## src/rtl/router_pkg.sv

```systemverilog
// Shared types and widths for the router ingress queue.
package router_pkg;

  localparam int HDR_W  = 6;
  localparam int ADDR_W = 12;
  localparam int DATA_W = 32;

  typedef struct packed {
    logic [HDR_W-1:0]  header;
    logic [ADDR_W-1:0] address;
    logic [DATA_W-1:0] data;
  } pkt_t;

  typedef enum logic [1:0] {
    IDLE  = 2'd0,
    SEND  = 2'd1,
    WAIT  = 2'd2,
    DRAIN = 2'd3
  } ingress_state_t;

  // Ones-count of a payload word; the router checks the header against this value.
  function automatic logic [HDR_W-1:0] popcount(input logic [DATA_W-1:0] d);
    logic [HDR_W-1:0] c;
    c = {HDR_W{1'b0}};
    for (int i = 0; i < DATA_W; i++) begin
      c = c + {{(HDR_W-1){1'b0}}, d[i]};
    end
    return c;
  endfunction

endpackage

```

## src/rtl/router_ingress_fifo.sv

```systemverilog
// DEPTH-entry packet FIFO with registered occupancy; head entry is read combinationally.
module router_ingress_fifo
  import router_pkg::*;
#(
  parameter int DEPTH = 4
) (
  input  logic                   clk,
  input  logic                   reset,
  input  logic                   push,
  input  logic                   pop,
  input  pkt_t                   wdata,
  output pkt_t                   rdata,
  output logic [$clog2(DEPTH):0] level,
  output logic                   full,
  output logic                   empty
);

  localparam int PW = $clog2(DEPTH);
  localparam int LW = PW + 1;

  pkt_t          mem [DEPTH];
  logic [PW-1:0] wr_ptr;
  logic [PW-1:0] rd_ptr;
  logic          do_push;
  logic          do_pop;

  assign full    = (level == LW'(DEPTH));
  assign empty   = (level == {LW{1'b0}});
  assign do_push = push & ~full;
  assign do_pop  = pop & ~empty;
  assign rdata   = mem[rd_ptr];

  // Pointer and occupancy bookkeeping
  always_ff @(posedge clk) begin
    if (reset) begin
      wr_ptr <= {PW{1'b0}};
      rd_ptr <= {PW{1'b0}};
      level  <= {LW{1'b0}};
    end else begin
      if (do_push) begin
        wr_ptr <= wr_ptr + PW'(1);
      end
      if (do_pop) begin
        rd_ptr <= rd_ptr + PW'(1);
      end
      case ({do_push, do_pop})
        2'b10:   level <= level + LW'(1);
        2'b01:   level <= level - LW'(1);
        default: level <= level;
      endcase
    end
  end

  // Entry storage; contents are only observed through a valid level
  always_ff @(posedge clk) begin
    if (do_push) begin
      mem[wr_ptr] <= wdata;
    end
  end

endmodule

```

## src/rtl/router_ingress_queue.sv

```systemverilog
// Ingress queue feeding the router FSM with bounded checksum resends and ack timeout.
// Define ROUTER_INGRESS_HDRGEN_EN to generate the header from the payload ones-count.
module router_ingress_queue
  import router_pkg::*;
#(
  parameter int DEPTH        = 4,
  parameter int RESEND_LIMIT = 1,
  parameter int TIMEOUT      = 16
) (
  input  logic                   clk,
  input  logic                   reset,
  input  logic                   src_valid,
  output logic                   src_ready,
  input  logic [HDR_W-1:0]       src_header,
  input  logic [ADDR_W-1:0]      src_address,
  input  logic [DATA_W-1:0]      src_data,
  input  logic                   cfg_busy,
  input  logic                   rtr_ready,
  input  logic                   rtr_ack_out,
  input  logic                   rtr_bad_packet,
  output logic                   receive,
  output logic [HDR_W-1:0]       header_in,
  output logic [ADDR_W-1:0]      address_in,
  output logic [DATA_W-1:0]      data_in,
  output logic [$clog2(DEPTH):0] level,
  output logic [15:0]            sent_count,
  output logic [15:0]            drop_count
);

  localparam int TW = $clog2(TIMEOUT + 1);
  localparam int AW = $clog2(RESEND_LIMIT + 2);

  ingress_state_t state;
  ingress_state_t state_next;
  logic [TW-1:0]  timer;
  logic [TW-1:0]  timer_next;
  logic [AW-1:0]  attempts;
  logic [AW-1:0]  attempts_next;
  logic           pop;
  logic           sent_inc;
  logic           drop_inc;
  logic           full;
  logic           empty;
  pkt_t           push_pkt;
  pkt_t           head;

`ifdef ROUTER_INGRESS_HDRGEN_EN
  logic unused_src_header;
  assign unused_src_header = ^src_header;
  assign push_pkt = '{header: popcount(src_data), address: src_address, data: src_data};
`else
  assign push_pkt = '{header: src_header, address: src_address, data: src_data};
`endif

  assign src_ready = ~full;

  router_ingress_fifo #(
    .DEPTH (DEPTH)
  ) u_fifo (
    .clk   (clk),
    .reset (reset),
    .push  (src_valid),
    .pop   (pop),
    .wdata (push_pkt),
    .rdata (head),
    .level (level),
    .full  (full),
    .empty (empty)
  );

  // Sequencer state, ack timer and resend attempt counter
  always_ff @(posedge clk) begin
    if (reset) begin
      state    <= IDLE;
      timer    <= {TW{1'b0}};
      attempts <= {AW{1'b0}};
    end else begin
      state    <= state_next;
      timer    <= timer_next;
      attempts <= attempts_next;
    end
  end

  // Next-state and pop/count decisions
  always_comb begin
    state_next    = state;
    timer_next    = timer;
    attempts_next = attempts;
    pop           = 1'b0;
    sent_inc      = 1'b0;
    drop_inc      = 1'b0;
    case (state)
      IDLE: begin
        if (!empty && rtr_ready && !cfg_busy) begin
          state_next = SEND;
        end else begin
          state_next = IDLE;
        end
      end
      SEND: begin
        // A config cycle aborts the offer; the same head is offered again later
        if (cfg_busy) begin
          state_next = IDLE;
        end else if (!rtr_ready) begin
          state_next = WAIT;
          timer_next = {TW{1'b0}};
        end else begin
          state_next = SEND;
        end
      end
      WAIT: begin
        if (rtr_ack_out) begin
          pop           = 1'b1;
          sent_inc      = 1'b1;
          attempts_next = {AW{1'b0}};
          state_next    = DRAIN;
        end else if (rtr_bad_packet) begin
          if (attempts < AW'(RESEND_LIMIT)) begin
            attempts_next = attempts + AW'(1);
            state_next    = IDLE;
          end else begin
            pop           = 1'b1;
            drop_inc      = 1'b1;
            attempts_next = {AW{1'b0}};
            state_next    = IDLE;
          end
        end else if (timer == TW'(TIMEOUT - 1)) begin
          pop           = 1'b1;
          drop_inc      = 1'b1;
          attempts_next = {AW{1'b0}};
          state_next    = IDLE;
        end else begin
          timer_next = timer + TW'(1);
        end
      end
      DRAIN: begin
        // bad_packet here reflects a post-ack transmit failure, not a checksum fault
        if (rtr_ready) begin
          state_next = IDLE;
        end else begin
          state_next = DRAIN;
        end
      end
      default: begin
        state_next = IDLE;
      end
    endcase
  end

  // Registered router-side outputs
  always_ff @(posedge clk) begin
    if (reset) begin
      receive    <= 1'b0;
      header_in  <= {HDR_W{1'b0}};
      address_in <= {ADDR_W{1'b0}};
      data_in    <= {DATA_W{1'b0}};
    end else begin
      receive <= (state_next == SEND);
      if (empty) begin
        header_in  <= {HDR_W{1'b0}};
        address_in <= {ADDR_W{1'b0}};
        data_in    <= {DATA_W{1'b0}};
      end else begin
        header_in  <= head.header;
        address_in <= head.address;
        data_in    <= head.data;
      end
    end
  end

  // Saturating delivery and drop counters
  always_ff @(posedge clk) begin
    if (reset) begin
      sent_count <= 16'd0;
      drop_count <= 16'd0;
    end else begin
      if (sent_inc && (sent_count != 16'hFFFF)) begin
        sent_count <= sent_count + 16'd1;
      end
      if (drop_inc && (drop_count != 16'hFFFF)) begin
        drop_count <= drop_count + 16'd1;
      end
    end
  end

endmodule

```

## config.mk

```make
export PLATFORM = sky130hd
export DESIGN_NAME = router_ingress_queue
export DESIGN_NICKNAME = d
export VERILOG_FILES = /design/src/rtl/router_pkg.sv /design/src/rtl/router_ingress_fifo.sv /design/src/rtl/router_ingress_queue.sv
export SDC_FILE = /design/constraint.sdc
export NUM_CORES = 1
export LEC_CHECK = 0
export ABC_AREA = 1
export BUFFER_PORTS_ARGS = -buffer_cell sky130_fd_sc_hd__buf_2
export CAP_MARGIN = 20
export CORE_MARGIN = 8
export CORE_UTILIZATION = 30
export CTS_BUF_LIST = sky130_fd_sc_hd__clkbuf_8
export CTS_CLUSTER_SIZE = 40
export DETAILED_ROUTE_END_ITERATION = 10
export PLACE_DENSITY = 0.46
export RECOVER_POWER = 100
export REMOVE_ABC_BUFFERS = 1
export SYNTH_ARGS = -nofsm -noshare
export SYNTH_HDL_FRONTEND = slang
export SYNTH_SLANG_ARGS = --single-unit
```

## constraint.sdc

```tcl
create_clock -name clk -period 4.4 [get_ports clk]
set_input_delay 0.22 -clock clk [delete_from_list [all_inputs] [get_ports clk]]
set_output_delay 0.22 -clock clk [all_outputs]
set_load 0.01 [all_outputs]
```

==> impl_metrics.sql <==
INSERT INTO impl_metrics (metric_group, metric, value, unit) VALUES
('timing', 'finalHoldViolCount', '0', ''),
('grt', 'grt_start_max_net_pins', '64', ''),
('die', 'placement_rows', '71', ''),
('clock_tree', 'tritoncts_clock_tree', 'built', ''),
('die', 'overall_die_height', '211', 'um'),
('timing', 'holdWs', '0.108', 'ns'),
('critical_path', 'worstPathMaxFanout', '27', ''),
('cells_and_area', 'finalNetCount', '1346', ''),
('routing', 'antenna_violating_nets_post_route', '0', ''),
('timing', 'worst_clock_skew', '0.0188', 'ns'),
('die', 'io-pin-count', '144', ''),
('power_and_ir_drop', 'vdd_ir_drop_max', '0.000164', 'V'),
('power_and_ir_drop', 'power.switching_fraction', '0.231', ''),
('clock_tree', 'worst_skew_pair.late_latency', '0.60', 'ns'),
('synthesis', 'synth_warnings', '0', ''),
('die', 'initial_core_util', '0.304', ''),
('die', 'design.die.area', '0.0447', 'sq mm'),
('clock_tree', 'h-tree-depth', '2', ''),
('clock_tree', 'cts_repair_resize_count', '0', ''),
('cells_and_area', 'layout_commonest_cell', 'nor2_1', ''),
('timing', 'final-setup-viol-count', '0', ''),
('critical_path', 'critical_path_arrival', '3.62', 'ns'),
('routing', 'drcViolationCount', '0', ''),
('power_and_ir_drop', 'clock_power_share', '0.412', ''),
('timing', 'slew_headroom', '-0.659', ''),
('grt', 'number_of_global_route_vias_before_repair', '8139', ''),
('clock_tree', 'clockBufferDepth', '3', ''),
('placed_design', 'dp.final_hpwl', '16900', 'um'),
('grt', 'grt_util_all_layers', '0.129', ''),
('critical_path', 'worstRegToRegCells', '5', ''),
('die', 'floorplan.die.width', '211', 'um'),
('timing', 'min_period', '3.35', 'ns'),
('routing', 'first_drt_iteration_drcs', '392', ''),
('power_and_ir_drop', 'power.net_switching', '0.00137', 'W'),
('die', 'core_area', '0.0377', 'sq mm'),
('synthesis', 'avgSynthCellArea', '10.8', 'sq um'),
('synthesis', 'synth_top_cells_by_area', 'edfxtp_1, dfxtp_1, nor2_1', ''),
('cells_and_area', 'finalNonFillerCells', '1830', ''),
('critical_path', 'capturing_element_of_the_worst_setup_path', 'u_fifo.mem[3][30]$_DFFE_PP_', ''),
('outcome', 'failed_checks', 'max-capacitance violations, max-slew violations', ''),
('synthesis', 'area_share_of_the_largest_cell_type_after_synthesis', '0.525', ''),
('synthesis', 'synth_top_cell_by_area', 'edfxtp_1', ''),
('placed_design', 'port_buffers', '143', ''),
('grt', 'grt_first_pass_wirelength', '45500', 'um'),
('routing', 'drt-total-wl', '28800', 'um'),
('placed_design', 'routabilityCongestion', '0.777', ''),
('clock_tree', 'clkSinkCount', '299', ''),
('critical_path', 'worst-setup-path-type', 'reg2reg', ''),
('power_and_ir_drop', 'power_density', '422', 'mW/mm^2'),
('critical_path', 'regToRegSetupSlack', '1.05', 'ns'),
('synthesis', 'post_synth_instance_area', '0.0114', 'sq mm'),
('cells_and_area', 'final_cell_mix', 'nor2_1, edfxtp_1, clkbuf_1, o21ai_0, nand2_1', ''),
('power_and_ir_drop', 'power_report.internal_total', '0.00456', 'W'),
('synthesis', 'ys_seq_elements', '299', ''),
('timing', 'grt_setup_unrepaired', 'false', ''),
('critical_path', 'critical_path.startpoint', 'u_fifo.level[0]$_SDFFE_PP0P_', ''),
('power_and_ir_drop', 'power.share.combinational', '0.053', ''),
('clock_tree', 'cts.root.buffer_cell', 'clkbuf_8', ''),
('outcome', 'status', 'finished with violations', ''),
('timing', 'max_freq', '299', 'MHz'),
('timing', 'fin_tns_setup', '0', 'ns'),
('critical_path', 'r2r-start', 'u_fifo.level[0]$_SDFFE_PP0P_', ''),
('power_and_ir_drop', 'seqPwrFrac', '0.535', ''),
('grt', 'antenna_found_initial', '2', ''),
('critical_path', 'crit-reg2reg-capture', 'u_fifo.mem[3][30]$_DFFE_PP_', ''),
('timing', 'finalMaxSlewViolations', '81', ''),
('power_and_ir_drop', 'finalPower', '0.00593', 'W'),
('critical_path', 'startpoint_type', 'register', ''),
('critical_path', 'worst-endpoint-required', '4.67', 'ns'),
('run', 'maximum_capacitance_violations', '2', ''),
('critical_path', 'end_kind', 'register', '');
-- worst min path at each step --
| stage | from | to | slack [ns] | cells after the start |
|---|---|---|---|---|
| floorplan | reset | drop_count[10]$_SDFFE_PP0P_ | 0.29 | 1 |
| global placement | src_data[13] | u_fifo.mem[3][13]$_DFFE_PP_ | 0.44 | 1 |
| detailed placement | src_data[1] | u_fifo.mem[3][1]$_DFFE_PP_ | 0.44 | 1 |
| CTS | reset | timer[0]$_SDFFE_PP0P_ | 0.05 | 2 |
| global route | reset | timer[0]$_SDFFE_PP0P_ | 0.08 | 2 |
| finish | reset | timer[0]$_SDFFE_PP0P_ | 0.11 | 2 |
-- state kept, by name (all words and copies together), names as in the netlist, 3 cells and up --
name          flops
address_in       12
u_fifo.mem      200
drop_count       16
u_fifo.level      3
timer             5
header_in         6
data_in          32
sent_count       16
-- logic make-up after synthesis --
family | count (synthesis) | synth area share
and+or+nand+nor | 430 | 0.151
AOI/OAI and AO/OA | 210 | 0.0937
DFF | 299 | 0.698
buffers and inverters | 98 | 0.0359
xor gates and xnor gates | 12 | 0.00918
adders and majority gates | 11 | 0.0127
-- layout make-up --
| class | count | area (sq um) |
|---|---|---|
| Clock inverter | 37 | 203 |
| Timing Repair Buffer | 210 | 1170 |
| Fill cell | 3817 | 23600 |
| Sequential cell | 299 | 7990 |
| Antenna cell | 1 | 2.50 |
| Multi-Input combinational cell | 663 | 3050 |
| Tap cell | 511 | 639 |
| Clock buffer | 58 | 798 |
| Inverter | 51 | 193 |
-- critical path, stage by stage (launching register included) --
cell and delay (ns):
dfxtp_1 0.36, inv_1 0.09, nand3_1 0.10, nand2_1 0.25
nor2_1 1.91, buf_12 0.29
-- metrics by stage --
| step | util | setup slack [ns] | cell area (sq um) |
|---|---|---|---|
| global route | 0.373 | 0.688 | 14000 |
| finish | 0.373 | 1.05 | 14000 |
| floorplan | - | 0.915 | 11200 |
| detailed placement | 0.338 | 1.76 | 12700 |
| CTS | 0.379 | 1.75 | 14300 |
| global placement | 0.338 | 1.80 | 12700 |
-- Yosys cell counts (all sizes together) --
| master | number |
|---|---|
| o211ai | 1 |
| nand4 | 14 |
| o21bai | 1 |
| a21oi | 85 |
| fa | 1 |
| clkinv | 2 |
| clkbuf | 25 |
| inv | 49 |
| edfxtp | 200 |
| a211oi | 2 |
| o21a | 1 |
| xor2 | 7 |
| dfxtp | 99 |
| nor2 | 267 |
| ha | 10 |
| o21ai | 119 |
| nor3 | 5 |
| a31oi | 1 |
| nand3 | 24 |
| nand2 | 120 |
| buf | 22 |
| xnor2 | 5 |
-- power groups by stage --
| stage | clock network, W | registers [W] | logic (W) |
|---|---|---|---|
| 3_5_place_dp | 0 | 0.00322 | 0.000307 |
| 6_report | 0.00244 | 0.00317 | 0.000315 |
| 2_1_floorplan | 0 | 0.00324 | 0.000122 |
| 3_3_place_gp | 0 | 0.00322 | 0.000307 |
| 4_1_cts | 0.00256 | 0.00316 | 0.000349 |
| 5_1_grt | 0.00268 | 0.00318 | 0.000360 |
-- per-layer routing --
layer,vias up,global-route usage,wire length [um],share of wire
met4,2,0.0460,554,0.019
met1,3806,0.169,13300,0.46
met2,184,0.204,13200,0.46
li1,4058,-,-,-
met5,-,0,10,0.00035
met3,42,0.0362,1740,0.060
-- what timing repair did --
action                     in CTS  in global routing
setup endpoints to repair       0                  0
hold endpoints to repair      204                  0
hold buffers                   54                  0
Note: power is estimated with default switching activity, not from simulation.
